**src/rtl/member_scan_pkg.sv**
```systemverilog
// member_scan_pkg: shared state enum, result bundle and width helpers.
// Ports: none. Used by member_scan, member_scan_if, member_lane_match.
package member_scan_pkg;

    typedef enum logic [1:0] {
        IDLE = 2'd0,
        SCAN = 2'd1,
        DONE = 2'd2
    } state_e;

    // Upper bounds for the result fields. The top slices out the bits
    // its DEPTH actually needs.
    localparam int MAX_IW = 16;
    localparam int MAX_CW = 17;

    typedef struct packed {
        logic              hit;
        logic [MAX_IW-1:0] idx;
        logic [MAX_CW-1:0] cnt;
    } result_t;

    // Index width for n entries; never less than one bit.
    function automatic int idx_w(input int n);
        return (n > 1) ? $clog2(n) : 1;
    endfunction

    // Width able to hold a count 0..n.
    function automatic int cnt_w(input int n);
        return $clog2(n + 1);
    endfunction

endpackage

```
**src/rtl/member_scan_if.sv**
```systemverilog
// member_scan_if: write/clear port, query channel and result channel.
// master drives writes, queries and r_ready; slave is the checker.
interface member_scan_if #(
    parameter int WIDTH = 8,
    parameter int DEPTH = 16
) ();
    import member_scan_pkg::*;

    localparam int IW = idx_w(DEPTH);
    localparam int CW = cnt_w(DEPTH);

    logic             wr_en;
    logic [IW-1:0]    wr_idx;
    logic [WIDTH-1:0] wr_data;
    logic             wr_vld;
    logic             clr;

    logic             q_valid;
    logic             q_ready;
    logic [WIDTH-1:0] q_value;

    logic             r_valid;
    logic             r_ready;
    logic             r_hit;
    logic [IW-1:0]    r_idx;
    logic [CW-1:0]    r_count;

    modport master (
        output wr_en, wr_idx, wr_data, wr_vld, clr,
        output q_valid, q_value, r_ready,
        input  q_ready, r_valid, r_hit, r_idx, r_count
    );

    modport slave (
        input  wr_en, wr_idx, wr_data, wr_vld, clr,
        input  q_valid, q_value, r_ready,
        output q_ready, r_valid, r_hit, r_idx, r_count
    );

endinterface

```
**src/rtl/member_lane_match.sv**
```systemverilog
// member_lane_match: compares one beat slice of LANES entries to value.
// In: vld, data, value. Out: any, lane (lowest hit), pop (MEMBER_COUNT_EN).
module member_lane_match
    import member_scan_pkg::*;
#(
    parameter int WIDTH = 8,
    parameter int LANES = 4,
`ifdef MEMBER_COUNT_EN
    parameter int PW    = cnt_w(LANES),
`endif
    parameter int LW    = idx_w(LANES)
) (
    input  logic [LANES-1:0]            vld,
    input  logic [LANES-1:0][WIDTH-1:0] data,
    input  logic [WIDTH-1:0]            value,
`ifdef MEMBER_COUNT_EN
    output logic [PW-1:0]               pop,
`endif
    output logic                        any,
    output logic [LW-1:0]               lane
);

    logic [LANES-1:0] hit;

    always_comb begin
        hit = '0;
        for (int i = 0; i < LANES; i++) begin
            hit[i] = vld[i] && (data[i] == value);
        end
    end

    assign any = |hit;

    // Walk downwards so the last assignment is the lowest hit.
    always_comb begin
        lane = '0;
        for (int i = LANES - 1; i >= 0; i--) begin
            if (hit[i]) begin
                lane = LW'(i);
            end
        end
    end

`ifdef MEMBER_COUNT_EN
    always_comb begin
        pop = '0;
        for (int i = 0; i < LANES; i++) begin
            pop = pop + PW'(hit[i]);
        end
    end
`endif

endmodule

```
**src/rtl/member_scan.sv**
```systemverilog
// member_scan: DEPTH-entry table, multi-beat membership lookup.
// Ports: clk, rst_n (async low), bus (member_scan_if.slave).
// Macro MEMBER_COUNT_EN: full scan with match count in r_count.
module member_scan
    import member_scan_pkg::*;
#(
    parameter int WIDTH = 8,
    parameter int DEPTH = 16,
    parameter int LANES = 4
) (
    input  logic         clk,
    input  logic         rst_n,
    member_scan_if.slave bus
);

    localparam int IW     = idx_w(DEPTH);
    localparam int CW     = cnt_w(DEPTH);
    localparam int LW     = idx_w(LANES);
    localparam int NBEATS = DEPTH / LANES;
    localparam int BW     = idx_w(NBEATS);
`ifdef MEMBER_COUNT_EN
    localparam int PW     = cnt_w(LANES);
`endif

    state_e                      state_q, state_d;
    logic [BW-1:0]               beat_q, beat_d;
    logic [WIDTH-1:0]            value_q, value_d;
    result_t                     res_q, res_d;
    logic [DEPTH-1:0]            vld_q, vld_d;
    logic [DEPTH-1:0][WIDTH-1:0] data_q, data_d;

    logic [LANES-1:0]            sl_vld;
    logic [LANES-1:0][WIDTH-1:0] sl_data;
    logic                        any;
    logic [LW-1:0]               lane;
    logic [IW-1:0]               hit_idx;
    logic                        last;
`ifdef MEMBER_COUNT_EN
    logic [PW-1:0]               pop;
`endif

    // Table write port; clr overrides a same-cycle write.
    always_comb begin
        vld_d  = vld_q;
        data_d = data_q;
        if (bus.clr) begin
            vld_d = '0;
        end else if (bus.wr_en) begin
            vld_d[bus.wr_idx]  = bus.wr_vld;
            data_d[bus.wr_idx] = bus.wr_data;
        end
    end

    // Beat mux: the compare always sees the pre-edge table.
    always_comb begin
        sl_vld  = '0;
        sl_data = '0;
        for (int l = 0; l < LANES; l++) begin
            sl_vld[l]  = vld_q[IW'(int'(beat_q) * LANES + l)];
            sl_data[l] = data_q[IW'(int'(beat_q) * LANES + l)];
        end
    end

    member_lane_match #(
        .WIDTH (WIDTH),
        .LANES (LANES)
    ) u_match (
        .vld   (sl_vld),
        .data  (sl_data),
        .value (value_q),
`ifdef MEMBER_COUNT_EN
        .pop   (pop),
`endif
        .any   (any),
        .lane  (lane)
    );

    assign hit_idx = IW'(int'(beat_q) * LANES + int'(lane));
    assign last    = (beat_q == BW'(NBEATS - 1));

    always_comb begin
        state_d = state_q;
        beat_d  = beat_q;
        value_d = value_q;
        res_d   = res_q;
        unique case (state_q)
            IDLE: begin
                if (bus.q_valid) begin
                    value_d = bus.q_value;
                    beat_d  = '0;
                    res_d   = '0;
                    state_d = SCAN;
                end
            end
            SCAN: begin
`ifdef MEMBER_COUNT_EN
                // Keep the first (lowest) hit, keep counting.
                if (any && !res_q.hit) begin
                    res_d.hit = 1'b1;
                    res_d.idx = MAX_IW'(hit_idx);
                end
                res_d.cnt = res_q.cnt + MAX_CW'(pop);
                if (last) begin
                    state_d = DONE;
                end else begin
                    beat_d = beat_q + 1'b1;
                end
`else
                if (any) begin
                    res_d.hit = 1'b1;
                    res_d.idx = MAX_IW'(hit_idx);
                    state_d   = DONE;
                end else if (last) begin
                    state_d = DONE;
                end else begin
                    beat_d = beat_q + 1'b1;
                end
`endif
            end
            DONE: begin
                if (bus.r_ready) begin
                    state_d = IDLE;
                end
            end
            default: state_d = IDLE;
        endcase
    end

    always_ff @(posedge clk or negedge rst_n) begin
        if (!rst_n) begin
            state_q <= IDLE;
            beat_q  <= '0;
            value_q <= '0;
            res_q   <= '0;
            vld_q   <= '0;
            data_q  <= '0;
        end else begin
            state_q <= state_d;
            beat_q  <= beat_d;
            value_q <= value_d;
            res_q   <= res_d;
            vld_q   <= vld_d;
            data_q  <= data_d;
        end
    end

    // Gated by rst_n so no query is accepted while reset is held.
    assign bus.q_ready = rst_n && (state_q == IDLE);
    assign bus.r_valid = (state_q == DONE);
    assign bus.r_hit   = res_q.hit;
    assign bus.r_idx   = res_q.idx[IW-1:0];
`ifdef MEMBER_COUNT_EN
    assign bus.r_count = res_q.cnt[CW-1:0];
`else
    assign bus.r_count = '0;
`endif

    // Upper result bits beyond IW/CW are constant zero.
    logic unused_res;
    assign unused_res = ^{res_q.idx, res_q.cnt};

endmodule

```
**src/flat_wrapper.sv**
```systemverilog
// flat-port wrapper written by rule: the top's interface ports become plain ports
module member_scan_flat import member_scan_pkg::*;
#(
    parameter int WIDTH = 8,
    parameter int DEPTH = 16,
    parameter int LANES = 4
)
  (clk, rst_n, bus_wr_en, bus_wr_idx, bus_wr_data, bus_wr_vld, bus_clr, bus_q_valid, bus_q_value, bus_r_ready, bus_q_ready, bus_r_valid, bus_r_hit, bus_r_idx, bus_r_count);
  member_scan_if #(.WIDTH(WIDTH), .DEPTH(DEPTH)) bus_i ();
  input  logic clk;
  input  logic rst_n;
  input wire logic [$bits(bus_i.wr_en)-1:0] bus_wr_en;
  input wire logic [$bits(bus_i.wr_idx)-1:0] bus_wr_idx;
  input wire logic [$bits(bus_i.wr_data)-1:0] bus_wr_data;
  input wire logic [$bits(bus_i.wr_vld)-1:0] bus_wr_vld;
  input wire logic [$bits(bus_i.clr)-1:0] bus_clr;
  input wire logic [$bits(bus_i.q_valid)-1:0] bus_q_valid;
  input wire logic [$bits(bus_i.q_value)-1:0] bus_q_value;
  input wire logic [$bits(bus_i.r_ready)-1:0] bus_r_ready;
  output wire logic [$bits(bus_i.q_ready)-1:0] bus_q_ready;
  output wire logic [$bits(bus_i.r_valid)-1:0] bus_r_valid;
  output wire logic [$bits(bus_i.r_hit)-1:0] bus_r_hit;
  output wire logic [$bits(bus_i.r_idx)-1:0] bus_r_idx;
  output wire logic [$bits(bus_i.r_count)-1:0] bus_r_count;
  assign bus_i.wr_en = bus_wr_en;
  assign bus_i.wr_idx = bus_wr_idx;
  assign bus_i.wr_data = bus_wr_data;
  assign bus_i.wr_vld = bus_wr_vld;
  assign bus_i.clr = bus_clr;
  assign bus_i.q_valid = bus_q_valid;
  assign bus_i.q_value = bus_q_value;
  assign bus_i.r_ready = bus_r_ready;
  assign bus_q_ready = bus_i.q_ready;
  assign bus_r_valid = bus_i.r_valid;
  assign bus_r_hit = bus_i.r_hit;
  assign bus_r_idx = bus_i.r_idx;
  assign bus_r_count = bus_i.r_count;
  member_scan #(.WIDTH(WIDTH), .DEPTH(DEPTH), .LANES(LANES)) u_core (.clk(clk), .rst_n(rst_n), .bus(bus_i));
endmodule
```
**config.mk**
```make
export PLATFORM = sky130hd
export DESIGN_NAME = member_scan_flat
export DESIGN_NICKNAME = d
export VERILOG_FILES = /design/src/rtl/member_scan_pkg.sv /design/src/rtl/member_scan_if.sv /design/src/rtl/member_lane_match.sv /design/src/rtl/member_scan.sv /design/src/flat_wrapper.sv
export SDC_FILE = /design/constraint.sdc
export NUM_CORES = 1
export LEC_CHECK = 0
export BUFFER_PORTS_ARGS = -buffer_cell sky130_fd_sc_hd__buf_4
export CAP_MARGIN = 20
export CORE_UTILIZATION = 34
export DETAILED_ROUTE_END_ITERATION = 8
export HOLD_SLACK_MARGIN = 0.15
export MAX_ROUTING_LAYER = met4
export SLEW_MARGIN = 20
export SYNTH_ARGS = -nofsm -noshare
export SYNTH_HDL_FRONTEND = slang
export SYNTH_HIERARCHICAL = 1
export SYNTH_SLANG_ARGS = --single-unit
```
**constraint.sdc**
```tcl
create_clock -name clk -period 5.6 [get_ports clk]
set_input_delay 1.12 -clock clk [delete_from_list [all_inputs] [get_ports clk]]
set_output_delay 1.12 -clock clk [all_outputs]
set_load 0.02 [all_outputs]
```
# Word level (Yosys, flattened, before mapping)
# Cells that the tools add are included.
[word_totals]
reg_bits = 161
elab_cells = 110
output_inout_bits = 12
inputBits = 27
[classes]
n_bitwise = 1
magnitude_cmp = 6
eq_ne = 13
mux = 48
n_addsub = 5
n_reduce_logical = 15
[op_table]
columns = ["operator", "n"]
rows = [
  ["bitwise mux 128 bit", 1],
  ["binary-select mux 8 bit (select 4 bit)", 3],
  ["two-way mux 8 bit", 9],
  ["two-way mux 34 bit", 1],
  ["case mux 17 bit (2 select lines)", 1],
  ["demux 8 bit (select 4 bit)", 1],
  ["equality test 8 bit", 4],
  ["two-way mux 16 bit", 2],
  ["< comparator 4 x 6 -> 1 bit (second input constant)", 4],
  ["two-way mux 2 bit", 11],
  ["two-way mux 17 bit", 1],
  ["binary-select mux 8 bit (select 2 bit)", 1],
  ["bitwise mux 16 bit", 1],
  ["binary-select mux 1 bit (select 4 bit)", 3],
  ["two-way mux 1 bit", 9],
  ["adder 4 x 2 -> 4 bit (second input constant)", 2],
  ["!= test 2 bit (second input constant)", 4],
  ["logical AND 1 bit", 6],
  ["case mux 2 bit (3 select lines)", 1],
  ["AND reduction 3 bit", 2],
  ["< comparator 4 x 5 -> 1 bit (second input constant)", 1],
  ["adder 4 x 1 -> 4 bit (second input constant)", 1],
  ["adder 4 x 2 -> 4 bit", 1],
  ["demux 1 bit (select 4 bit)", 1],
  ["other kinds (14)", 17],
]

# Longest topological paths before layout
# Gate-level depths: netlist of run 1.
[depth]
ltp_word = 13
ltp_mapped = 11
mapped_depth_nobuf = 9

# Cells and area by module
# The synthesis of run 1 kept the hierarchy.
[by_module_without_submodules]
columns = ["module", "n_inst", "area_each_um2", "cells_each", "seq_area_each_um2"]
rows = [
  ["member_scan", 1, 7378.3, 480, 4028.9],
  ["member_lane_match", 1, 505.5, 63, 0.0],
]

# Worst setup path before layout of run 1
# No wires, ideal clock.
[synth_path]
path_type = "input to output"
startpoint = "in rst_n"
endpoint = "out bus_q_ready"
n_path_buf = 0
required_ps = 4480
setup_slack_ps = 2839
stages = 1
arrival_time_ps = 1641
path_cell_list = "nor3b_1"
[synth_via]
elab_chain_len = 1
[synth_rtl]
columns = ["item", "line_no", "text"]
rows = [
  ["start: declaration", "flat_wrapper.sv:11", "input logic rst_n;"],
  ["logical AND 1 bit", "member_scan.sv:148", "assign bus.q_ready = rst_n && (state_q == IDLE);"],
  ["end: declaration", "flat_wrapper.sv:20", "output wire logic [$bits(bus_i.q_ready)-1:0] bus_q_ready;"],
]
# No other way between the ends.

==> results of run 1 <==
## through the flow
step                std cells  power [W]  instance area [um^2]  setup slack (ps)  hold WS (ps)
floorplan                 547    0.00251                  7900              2840           453
global placement          828    0.00272                  8290              2390           468
detailed placement        828    0.00276                  8290              2300           484
CTS                       858    0.00397                  8890              2270           498
global route              858    0.00413                  8890              1980           510
finish                    858    0.00392                  8890              2300           490
## routing by layer
layer  share of wire (%)  wire [um]  track usage (%)
met2                  48       8490             25.5
met1                  47       8300             21.4
met3                 3.0        537             3.11
met4                 1.8        319             6.13
met5                   0          0                -
## worst max-delay path by stage
| stage | endpoint | cells after the start | startpoint | slack (ps) |
|---|---|---|---|---|
| 4_1_cts | u_core/bus.r_idx[1]$_DFFE_PN0P_ | 10 | u_core/beat_q[0]$_DFFE_PN0P_ | 2270 |
| 5_1_grt | u_core/bus.r_idx[1]$_DFFE_PN0P_ | 10 | u_core/beat_q[0]$_DFFE_PN0P_ | 1980 |
| 3_5_place_dp | u_core/bus.r_idx[1]$_DFFE_PN0P_ | 10 | u_core/beat_q[0]$_DFFE_PN0P_ | 2300 |
| 2_1_floorplan | bus_q_ready | 1 | rst_n | 2840 |
| 6_report | u_core/bus.r_idx[1]$_DFFE_PN0P_ | 10 | u_core/beat_q[0]$_DFFE_PN0P_ | 2300 |
| 3_3_place_gp | u_core/bus.r_idx[2]$_DFFE_PN0P_ | 10 | u_core/beat_q[0]$_DFFE_PN0P_ | 2390 |
## placed cells by master, fill, tap and decap left out, drive strengths merged, types with 5 or more instances in the layout
cell type	count
mux2	136
nand4	5
dfrtp	161
nor2	5
nor3	7
xnor2	32
clkbuf	21
conb	5
o21ai	9
mux2i	15
nand3	8
mux4	36
buf	40
nand2b	17
nand2	28
a22o	10
nor2b	6
## power by group through the flow
stage,sequential (W),combinational [W],clock [W]
6_report,0.00164,0.00109,0.00119
5_1_grt,0.00167,0.00118,0.00127
4_1_cts,0.00164,0.00110,0.00122
3_5_place_dp,0.00166,0.00110,0
3_3_place_gp,0.00165,0.00107,0
2_1_floorplan,0.00150,0.00101,0
## final cells by class
| type | instances | area, um^2 | share of cell area (%) |
|---|---|---|---|
| Tap cell | 285 | 357 | 4.01 |
| Multi-Input combinational cell | 338 | 3580 | 40.3 |
| Clock inverter | 9 | 133 | 1.49 |
| Inverter | 4 | 15.0 | 0.169 |
| Sequential cell | 161 | 4030 | 45.3 |
| Clock buffer | 21 | 470 | 5.29 |
| Timing Repair Buffer | 40 | 304 | 3.42 |
## state kept, by name (all words and copies together) (netlist names)
name and flops:
u_core/state_q 2, u_core/bus.r_hit 1, u_core/data_q 128, u_core/beat_q 2, u_core/value_q 8, u_core/bus.r_idx 4
u_core/vld_q 16
## cell families after synthesis
family	share of synthesized area [%]
mux	32.0
flops	51.1
simple gates	7.13
buf+inv	3.63
xor+xnor	3.94
compound gates	2.00
fa+ha+maj	0.159
other cells	0.0476
==> flow_summary_export.csv, run 1 <==
group,metric,value,unit
global_route,grt_max_degree,65,
sta,finalSetupViolations,0,
clocking,cts.sinks,161,
yosys,synth.top_cell.area_share,51.1,%
worst_setup_path,reg2regPathDepth,10,
yosys,async_reset_ff_share,100,%
worst_setup_path,max_stage_delay,570,ps
routing,num_vias,4423,
yosys,syn_inst,543,
routing,routed_wl,17600,um
worst_setup_path,timing.rr.end,"u_core/bus.r_idx[1]$_DFFE_PN0P_",
sta,skew,5.91,ps
yosys,synth-seq-area-share,51.1,%
yosys,synth_edf_count,0,
global_route,grtUsageTotal,16.4,%
global_route,antenna_found_initial,0,
finish,drive_above_1_share,45.0,%
run,maxCapViolations,0,
clocking,ctsHtreeMaxLevel,4,
finish,diodes,0,
yosys,syn_area_per_cell,14.5,um^2
worst_setup_path,path_buf_inv,1,
yosys,ys_types,39,
power_and_ir_drop,irDropWorstVdd,0.000193,V
clocking,cts_root_buf,"clkbuf_16",
yosys,ys_warn_count,6,
worst_setup_path,path_cells,"buf_4 > mux4_2 > xnor2_1 > nand4_1 > nor3_1 > nor2_1 > nand2_1 > nor2b_1 > a22o_1 > a22o_1",
finish,fin_util,39.2,%
hold_path,hold_class,"flop to flop",
worst_setup_path,r2r_setup_slack,2300,ps
worst_setup_path,start_kind,"flop",
yosys,synth.largest_area_cell,"dfrtp_1",
worst_setup_path,worstPathArrival,3660,ps
floorplanning,die_y,154,um
global_route,grt-ovfl-total,0,
routing,wire_per_inst,20.6,um
clocking,postCtsHoldBufs,0,
worst_setup_path,critPathCaptureType,"flop",
clocking,cts_setup_buffers,0,
place,dp_hpwl,11300,um
floorplanning,dieArea,23800,um^2
finish,syn2layout_area_growth,12.8,%
floorplanning,std_cell_rows,55,
floorplanning,fp.dieW,154,um
power_and_ir_drop,clkPwrFrac,30.4,%
power_and_ir_drop,switching_power,0.00116,W
clocking,clk_transition_reported_paths,60,ps
worst_setup_path,cpMostUsedCell,"a22o_1",
floorplanning,ios,39,
hold_path,hold_start,"u_core/data_q[30]$_DFFE_PN0P_",
power_and_ir_drop,internal_power,0.00276,W
worst_setup_path,crit_slowest_cell,"dfrtp_2",
sta,worst_pin_slew,937,ps
hold_path,min_path_cells,1,
yosys,synthesis.area,7880,um^2
sta,layout_min_cycle_time,3300,ps
floorplanning,start_util,34.7,%
sta,slew_headroom,37.4,%
global_route,grt_pass1_vias,4826,
sta,grt_setup_unrepaired,"no",
yosys,synth_most_common_cell,"dfrtp_1",
routing,drt_iter0_drc,240,
routing,ant_nets,0,
worst_setup_path,critical-path-top-delay-family,"simple AND/OR/NAND/NOR gates",
sta,maxSlewViolCount,0,
worst_setup_path,cp_max_fo,19,
power_and_ir_drop,p_per_area,441,nW/um^2
outcome,status,"finished, final reports clean",
sta,setup_tns,0,ps
power_and_ir_drop,power.leakage,3.92,nW
clocking,cts_resized,0,
clocking,cts_tree,"built",
worst_setup_path,worstSetupPathType,"flop to flop",
clocking,clock_path_buffers,2,
yosys,synth_area_leaders,"dfrtp_1, mux2_2, mux4_2",
sta,achievable-frequency,303,MHz
floorplanning,core_area,22700,um^2
power_and_ir_drop,comb_power_share,27.8,%
worst_setup_path,r2r-start,"u_core/beat_q[0]$_DFFE_PN0P_",
power_and_ir_drop,power_switching_share,29.6,%
sta,hold_violations,0,
yosys,ys_top_cells_by_count,"dfrtp_1, mux2_2, mux4_2",
global_route,grt_pass1_wl,28200,um
yosys,synth_top_flop_cell,"dfrtp_1",
worst_setup_path,required,5960,ps
yosys,ys_ff_latch,161,
routing,drcViolationCount,0,
power_and_ir_drop,power.share.sequential,41.8,%
place,routabilityCongestion,0.746,
routing,via_per_inst,5.16,
hold_path,min_to,"u_core/data_q[30]$_DFFE_PN0P_",
place,portBuffers,33,
routing,dr.pass1.iters,5,
clocking,clk_latency,430,ps
finish,fin_nets,590,
clocking,cts_buffers,17,
finish,n_fill_cell,2105,
sta,period_share,58.9,%
Note: power is estimated with default switching activity, not from simulation.
==> run 2: changes to the inputs <==
ABC_AREA = 1   (was not set)
clock period = 3.2 ns   (was 5.6 ns; I/O delays follow)
==> run 2 against run 1 <==
Final area grew 1.7%; worst hold slack lost 230 ps; via count grew 52%; synthesized cell count grew 81%; clock power grew 71%; critical path depth grew 7; clock skew grew 4.2 ps; sequential power grew 68%; sequential share of layout area shrank 0.76 points; first-iteration DRC count grew 130%; sequential cell count is the same; combinational power grew 150%; largest cell class unchanged; largest power group unchanged; highest routed layer unchanged.
==> flow_summary_export.csv, run 2 <==
group,metric,value,unit
outcome,status,"finished, final reports clean",
finish,top_regs,"u_core/data_q x128, u_core/vld_q x16, u_core/value_q x8",
yosys,syn_area_per_cell,8.13,um^2
worst_setup_path,cp_max_fo,56,
routing,wire_per_inst,16.8,um
finish,drive_above_1_share,13.7,%
yosys,synth-seq-area-share,50.4,%
sta,setup_tns,0,ps
place,routabilityCongestion,0.864,
floorplanning,dieArea,24100,um^2
place,dp_hpwl,14000,um
routing,dr.pass1.iters,7,
sta,grt_setup_unrepaired,"no",
yosys,ys_warn_count,6,
sta,slew_headroom,34.0,%
clocking,cts_tree,"built",
global_route,grt_max_degree,162,
hold_path,hold_class,"input pin to asynchronous set/reset pin",
worst_setup_path,required,3520,ps
floorplanning,start_util,35.0,%
clocking,cts_buffers,17,
routing,drcViolationCount,0,
sta,hold_violations,0,
sta,finalSetupViolations,0,
sta,achievable-frequency,373,MHz
worst_setup_path,cpMostUsedCell,"nand2_1",
yosys,synth_most_common_cell,"nand2_1",
yosys,synthesis.area,7990,um^2
run,maxCapViolations,0,
finish,diodes,0,
finish,layout_commonest_cell,"nand2_1",
yosys,synth_top_flop_cell,"dfrtp_1",
routing,ant_nets,0,
clocking,clk_transition_reported_paths,70,ps
yosys,syn_inst,982,
finish,largest_reg_flops,128,
clocking,cts.sinks,161,
global_route,grt-ovfl-total,0,
worst_setup_path,path_cells,"buf_4 > o21ai_0 > o22ai_1 > inv_1 > nand2_1 > nand2_1 > inv_1 > nand2_1 > nor2_1 > nand3_1 > nor2b_1 > nand2_1 > nor2_1 > nand2_1 > nand2_1 > nand2_1 > nand2_1",
sta,period_share,83.9,%
yosys,synth.largest_area_cell,"dfrtp_1",
floorplanning,std_cell_rows,55,
clocking,cts_resized,0,
yosys,ys_top_cells_by_count,"nand2_1, dfrtp_1, o21ai_1",
global_route,antenna_found_initial,0,
worst_setup_path,path_buf_inv,3,
global_route,grt_pass1_vias,6394,
floorplanning,core_area,22800,um^2
sta,layout_min_cycle_time,2680,ps
global_route,grtUsageTotal,20.1,%
yosys,synth_edf_count,0,
power_and_ir_drop,power.leakage,4.21,nW
floorplanning,ios,39,
finish,registers.top_by_ff_count,"u_core/data_q",
worst_setup_path,crit_slowest_cell,"buf_4",
finish,mostFrequentLayoutCells,"nand2_1, dfrtp_1, o21ai_1",
clocking,postCtsHoldBufs,0,
power_and_ir_drop,p_per_area,828,nW/um^2
yosys,synth.top_cell.area_share,50.4,%
worst_setup_path,max_stage_delay,480,ps
clocking,cts_setup_buffers,0,
floorplanning,fp.dieW,155,um
worst_setup_path,critical-path-top-delay-family,"simple AND/OR/NAND/NOR gates",
finish,fin_util,39.6,%
worst_setup_path,critPathCaptureType,"flop",
yosys,ys_types,35,
worst_setup_path,worstSetupPathType,"flop to flop",
place,portBuffers,33,
yosys,ys_ff_latch,161,
clocking,cts_root_buf,"clkbuf_16",
power_and_ir_drop,irDropWorstVdd,0.000463,V
routing,num_vias,6705,
routing,drt_iter0_drc,547,
global_route,grt_pass1_wl,35800,um
worst_setup_path,start_kind,"flop",
sta,worst_pin_slew,991,ps
routing,via_per_inst,5.11,
clocking,clk_latency,430,ps
yosys,synth_area_leaders,"dfrtp_1, nand2_1, o21ai_1",
floorplanning,die_y,155,um
finish,syn2layout_area_growth,13.2,%
sta,maxSlewViolCount,0,
sta,skew,10.1,ps
worst_setup_path,worstPathArrival,3000,ps
finish,fin_nets,1014,
clocking,ctsHtreeMaxLevel,4,
routing,routed_wl,22000,um
yosys,async_reset_ff_share,100,%
clocking,clock_path_buffers,2,
-- run 2: cell type report --
cell class | instances | area [um^2]
Inverter | 53 | 199
Clock buffer | 17 | 425
Timing Repair Buffer | 46 | 387
Clock inverter | 15 | 159
Sequential cell | 161 | 4030
Multi-Input combinational cell | 707 | 3450
Tap cell | 313 | 392
Fill cell | 2355 | 13800
-- run 2: metrics by stage --
step / area (um^2) / hold WS [ps] / power, W / setup slack, ps / std cells
after CTS: 9040 / 395 / 0.00750 / 560 / 1312
after global placement: 8460 / 459 / 0.00541 / 590 / 1280
after floorplan: 8000 / 344 / 0.00463 / 924 / 986
after detailed placement: 8460 / 463 / 0.00544 / 564 / 1280
final: 9040 / 260 / 0.00748 / 517 / 1312
after global routing: 9040 / 393 / 0.00801 / 282 / 1312
-- run 2: metal layers --
| layer | up-vias | GRT usage (%) | wire (um) |
|---|---|---|---|
| met4 | 0 | 6.77 | 461 |
| li1 | 3278 | - | - |
| met5 | - | - | 0 |
| met1 | 3203 | 26.8 | 9980 |
| met2 | 192 | 30.9 | 10400 |
| met3 | 32 | 3.57 | 1140 |
-- run 2: cells by family (layout without fill, tap and decap cells) --
| group | count (synthesis) | count (layout) | synth area share, % |
|---|---|---|---|
| DFF | 161 | 161 | 50.4 |
| buffers and inverters | 118 | 131 | 6.53 |
| xor gates and xnor gates | 8 | 8 | 0.877 |
| and+or+nand+nor | 446 | 446 | 25.0 |
| other | 1 | 5 | 0.0469 |
| adders and majority gates | 1 | 1 | 0.157 |
| AOI/OAI and AO/OA | 247 | 247 | 16.9 |
-- run 2: path summary, 6_finish.rpt --
kind	from	to	slack (ps)	depth (start not counted)
setup / recovery	u_core/beat_q[0]$_DFFE_PN0P_	u_core/beat_q[1]$_DFFE_PN0P_	520	17
hold / removal	rst_n	u_core/vld_q[11]$_DFFE_PN0P_	260	2
setup reg to reg	u_core/beat_q[0]$_DFFE_PN0P_	u_core/beat_q[1]$_DFFE_PN0P_	520	17
hold reg to reg	u_core/data_q[80]$_DFFE_PN0P_	u_core/data_q[80]$_DFFE_PN0P_	480	2
max in group asynchronous	rst_n	u_core/data_q[91]$_DFFE_PN0P_	2110	2
min in group clk	bus_q_value[2]	u_core/value_q[2]$_DFFE_PN0P_	410	3
-- run 2: power by group --
group | total, W | leakage (nW) | internal, W | switching, W
clock | 0.00204 | 0.286 | 0.00116 | 0.000884
sequential | 0.00276 | 2.10 | 0.00242 | 0.000339
combinational | 0.00268 | 1.82 | 0.000966 | 0.00171
-- run 2: worst register-to-register path: cells and delay by family, from the launching register on --
kind | cells | cell delay (ps)
buf+inv | 3 | 600
compound gates | 2 | 480
simple gates | 12 | 1090
flops | 1 | 380
==> run 3: changes to the inputs <==
ABC_AREA = 0   (was 1)
clock period = 2.5 ns   (was 3.2 ns; I/O delays follow)
==> run 3 against run 2 <==
The flow now finishes with violations (negative setup slack); first-iteration DRC count fell by 52%; critical path depth is 6 lower; combinational power rose by 17%; worst setup slack worse by 590 ps; largest cell class unchanged; largest power group unchanged; clock power increased by 21%; final area grew 3.4%; non-clock buffer count rose by 15; critical path type unchanged; maximum frequency up 4.4%.
==> flow_summary_export.csv, run 3 (same netlist as run 1, synthesis figures left out) <==
group,metric,value,unit
finish,n_fill_cell,2063,
worst_setup_path,critPathCaptureType,"flop",
worst_setup_path,start_kind,"flop",
clocking,clock_path_buffers,2,
sta,worst_pin_slew,684,ps
worst_setup_path,worstSetupStartpoint,"u_core/beat_q[0]$_DFFE_PN0P_",
global_route,grt_pass1_vias,4974,
finish,largest_reg_flops,128,
finish,fin_cells,882,
global_route,grt_max_degree,121,
worst_setup_path,worstSetupPathType,"flop to flop",
routing,num_vias,4588,
sta,achievable-frequency,389,MHz
clocking,cts_tree,"built",
clocking,cts_buffers,17,
finish,layout_commonest_cell,"dfrtp_1",
place,portBuffers,33,
clocking,cts_root_buf,"clkbuf_16",
sta,grt_setup_unrepaired,"yes",
place,dp_hpwl,11700,um
routing,via_per_inst,5.20,
floorplanning,die_y,154,um
routing,dr.pass1.iters,4,
place,dp_slack,-241,ps
power_and_ir_drop,total_power,0.00928,W
worst_setup_path,required,2800,ps
place,placed_cells,841,
global_route,grt_pass1_wl,29200,um
hold_path,hold_class,"input pin to asynchronous set/reset pin",
finish,fin_nets,611,
floorplanning,fp.dieW,154,um
clocking,cts.sinks,161,
floorplanning,start_util,34.7,%
floorplanning,core_area,22700,um^2
sta,maxSlewViolCount,0,
routing,wire_per_inst,20.6,um
routing,ant_nets,0,
floorplanning,dieArea,23800,um^2
sta,skew,8.79,ps
clocking,clk_transition_reported_paths,60,ps
power_and_ir_drop,power_switching_share,30.6,%
power_and_ir_drop,p_per_area,993,nW/um^2
outcome,status,"complete, but fails checks",
sta,hold_violations,0,
worst_setup_path,worstPathArrival,2870,ps
routing,routed_wl,18200,um
clocking,clk_latency,420,ps
clocking,postCtsHoldBufs,0,
global_route,antenna_found_initial,0,
finish,drive_above_1_share,51.5,%
power_and_ir_drop,power.leakage,4.16,nW
power_and_ir_drop,internal_power,0.00644,W
outcome,violations,"negative setup slack",
sta,layout_setup_ws,-69.2,ps
worst_setup_path,r2r-start,"u_core/beat_q[0]$_DFFE_PN0P_",
finish,top_regs,"u_core/data_q x128, u_core/vld_q x16, u_core/value_q x8",
worst_setup_path,cp_max_fo,6,
power_and_ir_drop,power.share.sequential,39.5,%
power_and_ir_drop,irDropWorstVdd,0.000516,V
floorplanning,std_cell_rows,55,
finish,registers.top_by_ff_count,"u_core/data_q",
routing,drcViolationCount,0,
global_route,grtUsageTotal,17.0,%
finish,syn2layout_area_growth,18.6,%
power_and_ir_drop,comb_power_share,33.8,%
run,maxCapViolations,0,
sta,period_share,103,%
sta,finalSetupViolations,8,
routing,drt_iter0_drc,260,
power_and_ir_drop,switching_power,0.00284,W
power_and_ir_drop,clkPwrFrac,26.7,%
sta,slew_headroom,54.2,%
clocking,ctsHtreeMaxLevel,4,
finish,mostFrequentLayoutCells,"dfrtp_1, mux2_2, buf_4",
floorplanning,ios,39,
sta,layout_min_cycle_time,2570,ps
place,routabilityCongestion,0.823,
global_route,grt-ovfl-total,0,
==> run 3: cell type report <==
cell class / count / area (um^2) / area share (%)
diodes: 1 / 2.50 / 0.0268
clock buffers: 20 / 457 / 4.88
clock inverters: 12 / 110 / 1.18
inverters: 4 / 17.5 / 0.187
multi-input cells: 338 / 3750 / 40.1
flip-flops and latches: 161 / 4030 / 43.1
well taps: 285 / 357 / 3.81
repair buffers: 61 / 631 / 6.74
==> run 3: power by group through the flow <==
| stage | Clock [W] | Combinational (W) | Sequential (W) |
|---|---|---|---|
| 2_1_floorplan | 0 | 0.00227 | 0.00336 |
| 3_3_place_gp | 0 | 0.00254 | 0.00367 |
| 3_5_place_dp | 0 | 0.00260 | 0.00369 |
| 4_1_cts | 0.00255 | 0.00299 | 0.00365 |
| 5_1_grt | 0.00267 | 0.00335 | 0.00374 |
| 6_report | 0.00247 | 0.00314 | 0.00367 |
==> run 3: worst max-delay path, stage by stage (launching register included) <==
cell and delay, ps:
dfrtp_2 390, buf_12 150, buf_16 130, mux4_2 520, xnor2_2 170, nand4_1 170, nor3_4 310, nor2_4 70
nand2_4 110, inv_4 40, a22o_1 200, a22o_1 180
==> run 3: what timing repair did <==
item                                   in CTS  in global routing
endpoints found under the hold margin       0                  0
resized for setup                          30                 14
gates cloned                                3                  1
buffers inserted                            4                  2
setup endpoints to repair                   8                  8
pin swaps                                  13                 12
==> run 3: path summary, 6_finish.rpt <==
path                       slack [ps]  cells after the start                         endpoint
max reg2reg                       -70                     11  u_core/bus.r_idx[3]$_DFFE_PN0P_
max                               -70                     11  u_core/bus.r_idx[3]$_DFFE_PN0P_
max in group asynchronous        1800                      2    u_core/data_q[37]$_DFFE_PN0P_
min                               220                      2     u_core/data_q[9]$_DFFE_PN0P_
min in group clk                  310                      2    u_core/value_q[0]$_DFFE_PN0P_
min reg2reg                       490                      1   u_core/data_q[103]$_DFFE_PN0P_
==> run 3: metrics by stage <==
stage	instance area, um^2	util [%]	hold slack, ps	TNS (ps)
finish	9350	41.2	216	-430
global route	9350	41.2	246	-1230
global placement	8450	37.2	467	-1300
detailed placement	8450	37.2	481	-1540
floorplan	7900	-	204	0
CTS	9240	40.7	214	-195
==> run 3: per-layer routing <==
metal	vias to the layer above	share of wire, %	global-route usage [%]
li1	2044	-	-
met1	2417	45	21.8
met2	97	48	26.6
met3	30	4.0	3.39
met4	0	2.4	6.13
met5	-	0	-
